==> config.mk <==
export PLATFORM = sky130hd
export DESIGN_NAME = dclk_serial_link_flat
export DESIGN_NICKNAME = d
export VERILOG_FILES = /design/src/rtl/dclk_serial_link_pkg.sv /design/src/rtl/dclk_serial_link_if.sv /design/src/rtl/dclk_ser_tx.sv /design/src/rtl/dclk_serial_link.sv /design/src/flat_wrapper.sv
export SDC_FILE = /design/constraint.sdc
export NUM_CORES = 1
export LEC_CHECK = 0
export CAP_MARGIN = 20
export CORE_MARGIN = 2
export CORE_UTILIZATION = 50
export DETAILED_ROUTE_END_ITERATION = 7
export HOLD_SLACK_MARGIN = 0.06
export PLACE_DENSITY_LB_ADDON = 0.1
export SKIP_LAST_GASP = 1
export SYNTH_ARGS = -nofsm -noshare
export SYNTH_HDL_FRONTEND = slang
export SYNTH_HIERARCHICAL = 1
export SYNTH_SLANG_ARGS = --single-unit
==> constraint.sdc <==
create_clock -name clk -period 1.9 [get_ports clk]
set_input_delay 0.19 -clock clk [delete_from_list [all_inputs] [get_ports clk]]
set_output_delay 0.19 -clock clk [all_outputs]
set_load 0.1 [all_outputs]
==> src/rtl/dclk_serial_link_pkg.sv <==
// Shared constants and state types for the bit-serial flit link.
package dclk_serial_link_pkg;

   // Flit composition used by product builds.
   localparam int unsigned HDR_SZ  = 4;
   localparam int unsigned PL_SZ   = 8;
   localparam int unsigned ADDR_SZ = 4;
   localparam int unsigned FLIT_SZ = HDR_SZ + PL_SZ + ADDR_SZ;

   // Line levels: a frame opens with START_BIT, the wire rests at IDLE_LINE.
   localparam logic START_BIT = 1'b1;
   localparam logic IDLE_LINE = 1'b0;

   // Field view of a default-width flit.
   typedef struct packed {
      logic [HDR_SZ-1:0]  hdr;
      logic [PL_SZ-1:0]   pl;
      logic [ADDR_SZ-1:0] addr;
   } flit_t;

   typedef enum logic {
      TX_IDLE,
      TX_SEND
   } tx_state_t;

   typedef enum logic [1:0] {
      RX_IDLE,
      RX_RECV,
      RX_HOLD
   } rx_state_t;

endpackage

==> src/rtl/dclk_serial_link_if.sv <==
// Router-side and neighbour-side signals of one serial link.
interface dclk_serial_link_if
   import dclk_serial_link_pkg::*;
#(
   parameter int unsigned FLIT_W = FLIT_SZ
) ();

   logic              req;
   logic [FLIT_W-1:0] parallel_in;
   logic              tx_busy;
   logic              tx_active;
   logic              serial_out;
   logic              channel_busy;
   logic              valid;
   logic [FLIT_W-1:0] parallel_out;
   logic              item_read;

   // Producer/consumer view (router output port and neighbour input port).
   modport master (
      output req, parallel_in, item_read,
      input  tx_busy, tx_active, serial_out, channel_busy, valid, parallel_out
   );

   // The link itself.
   modport slave (
      input  req, parallel_in, item_read,
      output tx_busy, tx_active, serial_out, channel_busy, valid, parallel_out
   );

endinterface

==> src/rtl/dclk_ser_tx.sv <==
// Flit serializer: start bit, then FLIT_W data bits LSB first, then idle.
module dclk_ser_tx
   import dclk_serial_link_pkg::*;
#(
   parameter int unsigned FLIT_W = FLIT_SZ
) (
   input  logic              clk,
   input  logic              reset,
   input  logic              req_i,
   input  logic [FLIT_W-1:0] data_i,
   input  logic              chan_busy_i,
   output logic              tx_active_o,
   output logic              serial_o
);

   localparam int unsigned CNT_W = $clog2(FLIT_W + 1);

   tx_state_t         state_q, state_d;
   logic [FLIT_W-1:0] data_q, data_d;
   logic [CNT_W-1:0]  cnt_q, cnt_d;
   logic              serial_q, serial_d;
   logic              active_q, active_d;
   logic              accept;
   logic              last_bit;

   // A request is taken only when neither the wire nor the receiver is busy.
   assign accept   = req_i & ~active_q & ~chan_busy_i;
   assign last_bit = (cnt_q == CNT_W'(FLIT_W));

   // State register.
   always_ff @(posedge clk or negedge reset) begin
      if (!reset) begin
         state_q <= TX_IDLE;
      end else begin
         state_q <= state_d;
      end
   end

   // Next-state logic.
   always_comb begin
      state_d = state_q;
      unique case (state_q)
         TX_IDLE: if (accept)   state_d = TX_SEND;
         TX_SEND: if (last_bit) state_d = TX_IDLE;
         default:               state_d = TX_IDLE;
      endcase
   end

   // Output/datapath next values; data register shifts right so bit 0 is always next.
   always_comb begin
      data_d   = data_q;
      cnt_d    = cnt_q;
      serial_d = serial_q;
      active_d = active_q;
      unique case (state_q)
         TX_IDLE: begin
            if (accept) begin
               data_d   = data_i;
               cnt_d    = '0;
               serial_d = START_BIT;
               active_d = 1'b1;
            end
         end
         TX_SEND: begin
            if (last_bit) begin
               serial_d = IDLE_LINE;
               active_d = 1'b0;
            end else begin
               serial_d = data_q[0];
               data_d   = data_q >> 1;
               cnt_d    = cnt_q + CNT_W'(1);
            end
         end
         default: begin
            serial_d = IDLE_LINE;
            active_d = 1'b0;
         end
      endcase
   end

   // Datapath and registered outputs.
   always_ff @(posedge clk or negedge reset) begin
      if (!reset) begin
         data_q   <= '0;
         cnt_q    <= '0;
         serial_q <= IDLE_LINE;
         active_q <= 1'b0;
      end else begin
         data_q   <= data_d;
         cnt_q    <= cnt_d;
         serial_q <= serial_d;
         active_q <= active_d;
      end
   end

   assign tx_active_o = active_q;
   assign serial_o    = serial_q;

endmodule

==> src/rtl/dclk_serial_link.sv <==
// Single-clock serial link: serializer feeding an inline deserializer over one wire.
module dclk_serial_link
   import dclk_serial_link_pkg::*;
#(
   parameter int unsigned FLIT_W = FLIT_SZ
) (
   input  logic                clk,
   input  logic                reset,
   dclk_serial_link_if.slave   link
);

   localparam int unsigned CNT_W = $clog2(FLIT_W + 1);

   logic              tx_active;
   logic              serial_bit;
   logic              serial_in;

   rx_state_t         rx_state_q, rx_state_d;
   logic [FLIT_W-1:0] sr_q, sr_d;
   logic [FLIT_W-1:0] pout_q, pout_d;
   logic [CNT_W-1:0]  rcnt_q, rcnt_d;
   logic              busy_q, busy_d;
   logic              valid_q, valid_d;
   logic              rx_last;

   dclk_ser_tx #(
      .FLIT_W (FLIT_W)
   ) u_tx (
      .clk         (clk),
      .reset       (reset),
      .req_i       (link.req),
      .data_i      (link.parallel_in),
      .chan_busy_i (busy_q),
      .tx_active_o (tx_active),
      .serial_o    (serial_bit)
   );

   // The channel wire loops straight back into the receiver.
   assign serial_in = serial_bit;
   assign rx_last   = (rcnt_q == CNT_W'(FLIT_W - 1));

   // Rx state register.
   always_ff @(posedge clk or negedge reset) begin
      if (!reset) begin
         rx_state_q <= RX_IDLE;
      end else begin
         rx_state_q <= rx_state_d;
      end
   end

   // Rx next-state logic.
   always_comb begin
      rx_state_d = rx_state_q;
      unique case (rx_state_q)
         RX_IDLE: if (serial_in == START_BIT) rx_state_d = RX_RECV;
         RX_RECV: if (rx_last)                rx_state_d = RX_HOLD;
         RX_HOLD: if (link.item_read)         rx_state_d = RX_IDLE;
         default:                             rx_state_d = RX_IDLE;
      endcase
   end

   // Rx datapath and output next values; busy/valid track the next state.
   always_comb begin
      sr_d   = sr_q;
      pout_d = pout_q;
      rcnt_d = rcnt_q;
      unique case (rx_state_q)
         RX_IDLE: rcnt_d = '0;
         RX_RECV: begin
            sr_d   = {serial_in, sr_q[FLIT_W-1:1]};
            rcnt_d = rcnt_q + CNT_W'(1);
            if (rx_last) pout_d = sr_d;
         end
         default: ;
      endcase
      busy_d  = (rx_state_d != RX_IDLE);
      valid_d = (rx_state_d == RX_HOLD);
   end

   // Rx registers.
   always_ff @(posedge clk or negedge reset) begin
      if (!reset) begin
         sr_q    <= '0;
         pout_q  <= '0;
         rcnt_q  <= '0;
         busy_q  <= 1'b0;
         valid_q <= 1'b0;
      end else begin
         sr_q    <= sr_d;
         pout_q  <= pout_d;
         rcnt_q  <= rcnt_d;
         busy_q  <= busy_d;
         valid_q <= valid_d;
      end
   end

   assign link.tx_busy      = tx_active | busy_q;
   assign link.tx_active    = tx_active;
   assign link.serial_out   = serial_bit;
   assign link.channel_busy = busy_q;
   assign link.valid        = valid_q;
   assign link.parallel_out = pout_q;

endmodule

==> src/flat_wrapper.sv <==
// flat-port wrapper written by rule: the top's interface ports become plain ports
module dclk_serial_link_flat import dclk_serial_link_pkg::*;
#(
   parameter int unsigned FLIT_W = FLIT_SZ
)
  (clk, reset, link_req, link_parallel_in, link_item_read, link_tx_busy, link_tx_active, link_serial_out, link_channel_busy, link_valid, link_parallel_out);
  dclk_serial_link_if #(.FLIT_W(FLIT_W)) link_i ();
  input  logic clk;
  input  logic reset;
  input wire logic [$bits(link_i.req)-1:0] link_req;
  input wire logic [$bits(link_i.parallel_in)-1:0] link_parallel_in;
  input wire logic [$bits(link_i.item_read)-1:0] link_item_read;
  output wire logic [$bits(link_i.tx_busy)-1:0] link_tx_busy;
  output wire logic [$bits(link_i.tx_active)-1:0] link_tx_active;
  output wire logic [$bits(link_i.serial_out)-1:0] link_serial_out;
  output wire logic [$bits(link_i.channel_busy)-1:0] link_channel_busy;
  output wire logic [$bits(link_i.valid)-1:0] link_valid;
  output wire logic [$bits(link_i.parallel_out)-1:0] link_parallel_out;
  assign link_i.req = link_req;
  assign link_i.parallel_in = link_parallel_in;
  assign link_i.item_read = link_item_read;
  assign link_tx_busy = link_i.tx_busy;
  assign link_tx_active = link_i.tx_active;
  assign link_serial_out = link_i.serial_out;
  assign link_channel_busy = link_i.channel_busy;
  assign link_valid = link_i.valid;
  assign link_parallel_out = link_i.parallel_out;
  dclk_serial_link #(.FLIT_W(FLIT_W)) u_core (.clk(clk), .reset(reset), .link(link_i));
endmodule
---- Word level (Yosys, flattened, before mapping) ----
Index checks and enable logic that the tools add are counted.
storage, ports and cells
  register bits ........................... 65
cells by class
  add/sub/neg operators ................... 2
  equality and inequality tests ........... 8
  muxes and demuxes ....................... 19
  bitwise gates (word level) .............. 6
  reduce and logical (&&, ||, !) cells .... 6
operators by type and width
  operator                                                count
  2-to-1 mux 16 bit                                       2
  case mux 16 bit (2 select lines)                        1
  case mux 5 bit (2 select lines)                         2
  adder 5 x 1 -> 5 bit (second input constant)            2
  2-to-1 mux 5 bit                                        2
  2-to-1 mux 2 bit                                        3
  case mux 1 bit (2 select lines)                         3
  case mux 2 bit (3 select lines)                         1
  AND reduction 2 bit                                     3
  equality test 5 x 4 -> 1 bit (second input constant)    1
  equality test 5 bit (second input constant)             1
  2-to-1 mux 1 bit                                        5
  equality test 2 bit (second input constant)             2
  inequality test 2 bit (second input constant)           2
  nonzero test 2 bit                                      2
  NOT 1 bit                                               3
  AND 1 bit                                               2
  equality test 2 x 1 -> 1 bit (second input constant)    1
  zero test 2 bit                                         1
  inequality test 2 x 1 -> 1 bit (second input constant)  1
  bitwise OR 1 bit                                        1

---- Depth between registers and ports, before layout ----
  depth in word-level cells ............... 5
  depth in mapped cells ................... 7
  gate-level depth less buffers ........... 6

---- Modules after synthesis ----
Netlist, hierarchy kept.
by module, submodules not included
  module            instances  cells an instance  area each (sq um)  sequential area each (sq um)
  dclk_serial_link  1          136                1,616.6            1,001.0
  dclk_ser_tx       1          144                1,405.1            600.6

---- Worst setup path after synthesis ----
OpenSTA, ideal clock, no wires.
  kind .................................... reg2reg
  start point ............................. reg u_core.u_tx.active_q, in the netlist u_core/u_tx/tx_active_o
  end point ............................... reg u_core.u_tx.data_q[0]
  data arrival time ....................... 1.844 ns
  data required time ...................... 1.744 ns
  slack ................................... -0.100 ns
  stages on the path, launching flop included .. 6
  path buffers ............................ 2
  clock period less this slack ............ 2.000 ns
  cell sequence ........................... dfrtp_1 -> or4b_4 -> buf_6 -> buf_6 -> nand2_1 -> a311oi_2
on the way
  longest elaborated chain between the ends .. 5
RTL lines
  element                                 RTL line           source
  from (decl)                             dclk_ser_tx.sv:22  logic active_q, active_d;
  from (signal assigned)                  dclk_ser_tx.sv:92  active_q <= active_d;
  NOT 1 bit                               dclk_ser_tx.sv:27  assign accept = req_i & ~active_q & ~chan_busy_i;
  AND 1 bit (2 in a row)                  dclk_ser_tx.sv:27
  inequality test 2 bit (no source line)  --
  AND reduction 2 bit (no source line)    --
  to (signal assigned)                    dclk_ser_tx.sv:89  data_q <= data_d;
  to (decl)                               dclk_ser_tx.sv:19  logic [FLIT_W-1:0] data_q, data_d;
No other way between the ends.
A chain may end at the register's enable or synchronous reset.

---- Worst setup path in the final report ----
  start point ............................. reg u_core.rcnt_q[0]
  end point ............................... reg u_core.pout_q[13], in the netlist u_core/link.parallel_out[13]
on the way
  longest elaborated chain between the ends .. 2
RTL lines
  element                               RTL line                source
  from (decl)                           dclk_serial_link.sv:21  logic [CNT_W-1:0] rcnt_q, rcnt_d;
  from (signal assigned)                dclk_serial_link.sv:91  rcnt_q <= rcnt_d;
  equality test 5 x 4 -> 1 bit          dclk_serial_link.sv:40  assign rx_last = (rcnt_q == CNT_W'(FLIT_W - 1));
  AND reduction 2 bit (no source line)  --
  to (signal assigned)                  dclk_serial_link.sv:90  pout_q <= pout_d;
  to (decl)                             dclk_serial_link.sv:20  logic [FLIT_W-1:0] pout_q, pout_d;
No other way between the ends.

==> reports/metrics.yaml <==
tns_ns: 0
cts_resized: 0
timing.fmax_mhz: 583
synth_flop_cell: "dfrtp_1"
synth_cells: 280
drc_errors: 0
die_x_um: 81.7
yosysUniqueCellTypes: 39
fin_crit_ns: 1.71
crit_type: "flop to flop"
met3_usage: 0.0396
htreeDepth: 3
tightestPinTransition_ns: 0.632
synth_edf_count: 0
num_io_pins: 41
antenna_found_initial: 0
grtUsageMet1: 0.275
area_growth_pct: 21.9
finalSetupViolCount: 0
cts.clk_slew.worst_paths_ns: 0.08
drt_iter0_markers: 142
synth_top_area_frac: 0.530
grtUsageTotal: 0.192
yosys.cell_count.top_type: "nand2_1"
route.vias.total: 2140
cts_hold_buf: 1
cts-buffers-inserted: 9
synth_seq_cells: 64
cap_violations: 0
cp-start-kind: "flop"
place.gp.congestion: 0.725
dpl.hpwl_um: 3740
cts.path.max_buffers: 2
leakagePower_nw: 1.73
nets: 346
layout_setup_ws_ns: 0.185
path_max_fanout: 18
cts.sinks: 64
skew_ns: 0.0141
async_reset_ff_frac: 1.00
r2r_cells: 5
ys_top_cells_by_count: "nand2_1 (83), dfrtp_1 (64), nor3_1 (29)"
die_area_um2: 6680
final_util: 0.626
syn_area_um2: 3020
dpl_cell_area_um2: 3430
overflow: 0
yosys-top-cells-area: "dfrtp_1 (53%), nand2_1 (10%), a311oi_2 (7.0%)"
firstDrtPassIters: 4
critPathArrivalTime_ns: 1.95
min_period_over_period: 0.903
vias_per_cell: 5.32
cp.required_ns: 2.13
placementRows: 28
pre_cts_ws_ns: 0.182
slew_viol_final: 0
avgSynthCellArea_um2: 10.8
hold_viol_final: 0
root_buffer: "clkbuf_8"
power_density_nw_per_um2: 1880
seq_area_frac_synth: 0.530
dp_cells: 385
yosysTopAreaCell: "dfrtp_1"
drive_above_1_share: 0.269
hp-class: "input pin to async pin"
die_h_um: 81.7
relSlewSlack: 0.579
stdcell_area_um2: 3680
portBuffers: 40
synth-warning-count: 6
n_antenna_cell: 0
routedWlPerCell_um: 14.4
drt-total-wl_um: 5770
rsz0062_at_grt: "false"
crit_path_end_kind: "flop"
peakVddDrop_mv: 1.13
top_usage_layer: "met2"
grt_pass1_vias: 2042
grt_use_met2: 0.280
stdcell_count: 402
grt_max_degree: 35
cts_setup_buffers: 0
initial_utilization: 0.513
grt_pass1_wl_um: 9670
clk_latency_ns: 0.35
placeableCoreArea_um2: 5890
mappedNetlistNets: 304
ant_nets: 0
cts_tree: "done"
status: "finished clean"
placed cells by master (no fill, tap or decap), drive strengths merged:
| master | instances |
|---|---|
| a21oi | 2 |
| and2b | 1 |
| mux2 | 18 |
| clkbuf | 9 |
| dlygate4sd3 | 1 |
| a311oi | 14 |
| a22o | 2 |
| nand2 | 84 |
| mux2i | 1 |
| or2 | 1 |
| bufinv | 3 |
| clkdlybuf4s50 | 18 |
| buf | 31 |
| or4b | 1 |
| dfrtp | 64 |
| or2b | 1 |
| and3 | 1 |
| o311ai | 1 |
| nand3 | 5 |
| o21ai | 9 |
| nand2b | 1 |
| nor2b | 2 |
| o221a | 1 |
| clkinv | 2 |
| nor4b | 1 |
| inv | 8 |
| nand4bb | 1 |
| ha | 4 |
| o22ai | 2 |
| xnor2 | 1 |
| nor3 | 29 |
| nand4 | 1 |
| nor4bb | 1 |
| nor2 | 6 |
logic make-up (layout without fill, tap and decap cells):
family                   Yosys count  count (layout)  synth area share
AO/OA/AOI/OAI                     31              31             0.108
XOR/XNOR                           1               1           0.00290
adder cells (fa/ha/maj)            4               4            0.0166
buffers and inverters             25              72            0.0518
flip-flops                        64              64             0.530
multiplexers                      19              19            0.0803
AND/OR/NAND/NOR                  136             136             0.210
layer usage:
| layer | wire, um | vias up |
|---|---|---|
| met5 | 0 | - |
| met4 | 116 | 0 |
| met3 | 184 | 10 |
| met2 | 2540 | 32 |
| met1 | 2930 | 1052 |
| li1 | - | 1046 |
flip-flops by register name (all words and copies together), names as in the netlist:
| signal | cells |
|---|---|
| u_core/link.valid | 1 |
| u_core/link.channel_busy | 1 |
| u_core/u_tx/serial_o | 1 |
| u_core/link.parallel_out | 16 |
| u_core/u_tx/tx_active_o | 1 |
| u_core/rx_state_q | 2 |
| u_core/u_tx/cnt_q | 5 |
| u_core/u_tx/data_q | 16 |
| u_core/sr_q | 15 |
| u_core/rcnt_q | 5 |
| u_core/u_tx/state_q | 1 |
final cells by class:
type / instances / area (um^2)
Tap cell: 75 / 93.8
Timing Repair Buffer: 50 / 445
Multi-Input combinational cell: 191 / 1270
Sequential cell: 64 / 1600
Clock buffer: 9 / 124
Inverter: 6 / 22.5
Clock inverter: 7 / 125
Fill cell: 489 / 2200
power breakdown:
group          internal [mW]  total, mW  switching (mW)
registers               1.87       2.28           0.408
logic                   1.00       3.20            2.19
clock network          0.887       1.46           0.568
total                   3.76       6.93            3.17
critical path, stage by stage (launching register included):
cell and delay [ns]:
dfrtp_1 0.41, ha_1 0.22, and3_1 0.18, ha_1 0.25, nand2_8 0.19, mux2_2 0.35
path summary, 6_finish.rpt:
| kind | startpoint | endpoint | slack, ns |
|---|---|---|---|
| worst max-delay path | u_core/rcnt_q[0]$_DFFE_PN0P_ | u_core/link.parallel_out[13]$_DFFE_PN0P_ | 0.19 |
| worst min-delay path | reset | u_core/u_tx/data_q[10]$_DFFE_PN0P_ | 0.35 |
| worst max register to register | u_core/rcnt_q[0]$_DFFE_PN0P_ | u_core/link.parallel_out[13]$_DFFE_PN0P_ | 0.19 |
| worst min register to register | u_core/sr_q[2]$_DFFE_PN0P_ | u_core/sr_q[1]$_DFFE_PN0P_ | 0.50 |
| max in group asynchronous | reset | u_core/u_tx/data_q[4]$_DFFE_PN0P_ | 0.93 |
| min in group clk | link_parallel_in[15] | u_core/u_tx/data_q[15]$_DFFE_PN0P_ | 0.41 |
metrics by stage:
| step | total power, mW | hold WS (ns) |
|---|---|---|
| 6_report | 6.93 | 0.355 |
| 5_1_grt | 7.34 | 0.407 |
| 4_1_cts | 7.01 | 0.359 |
| 3_5_place_dp | 5.51 | 0.202 |
| 3_3_place_gp | 5.47 | 0.199 |
| 2_1_floorplan | 4.82 | -0.106 |
Power figures use the tool's default switching activity.
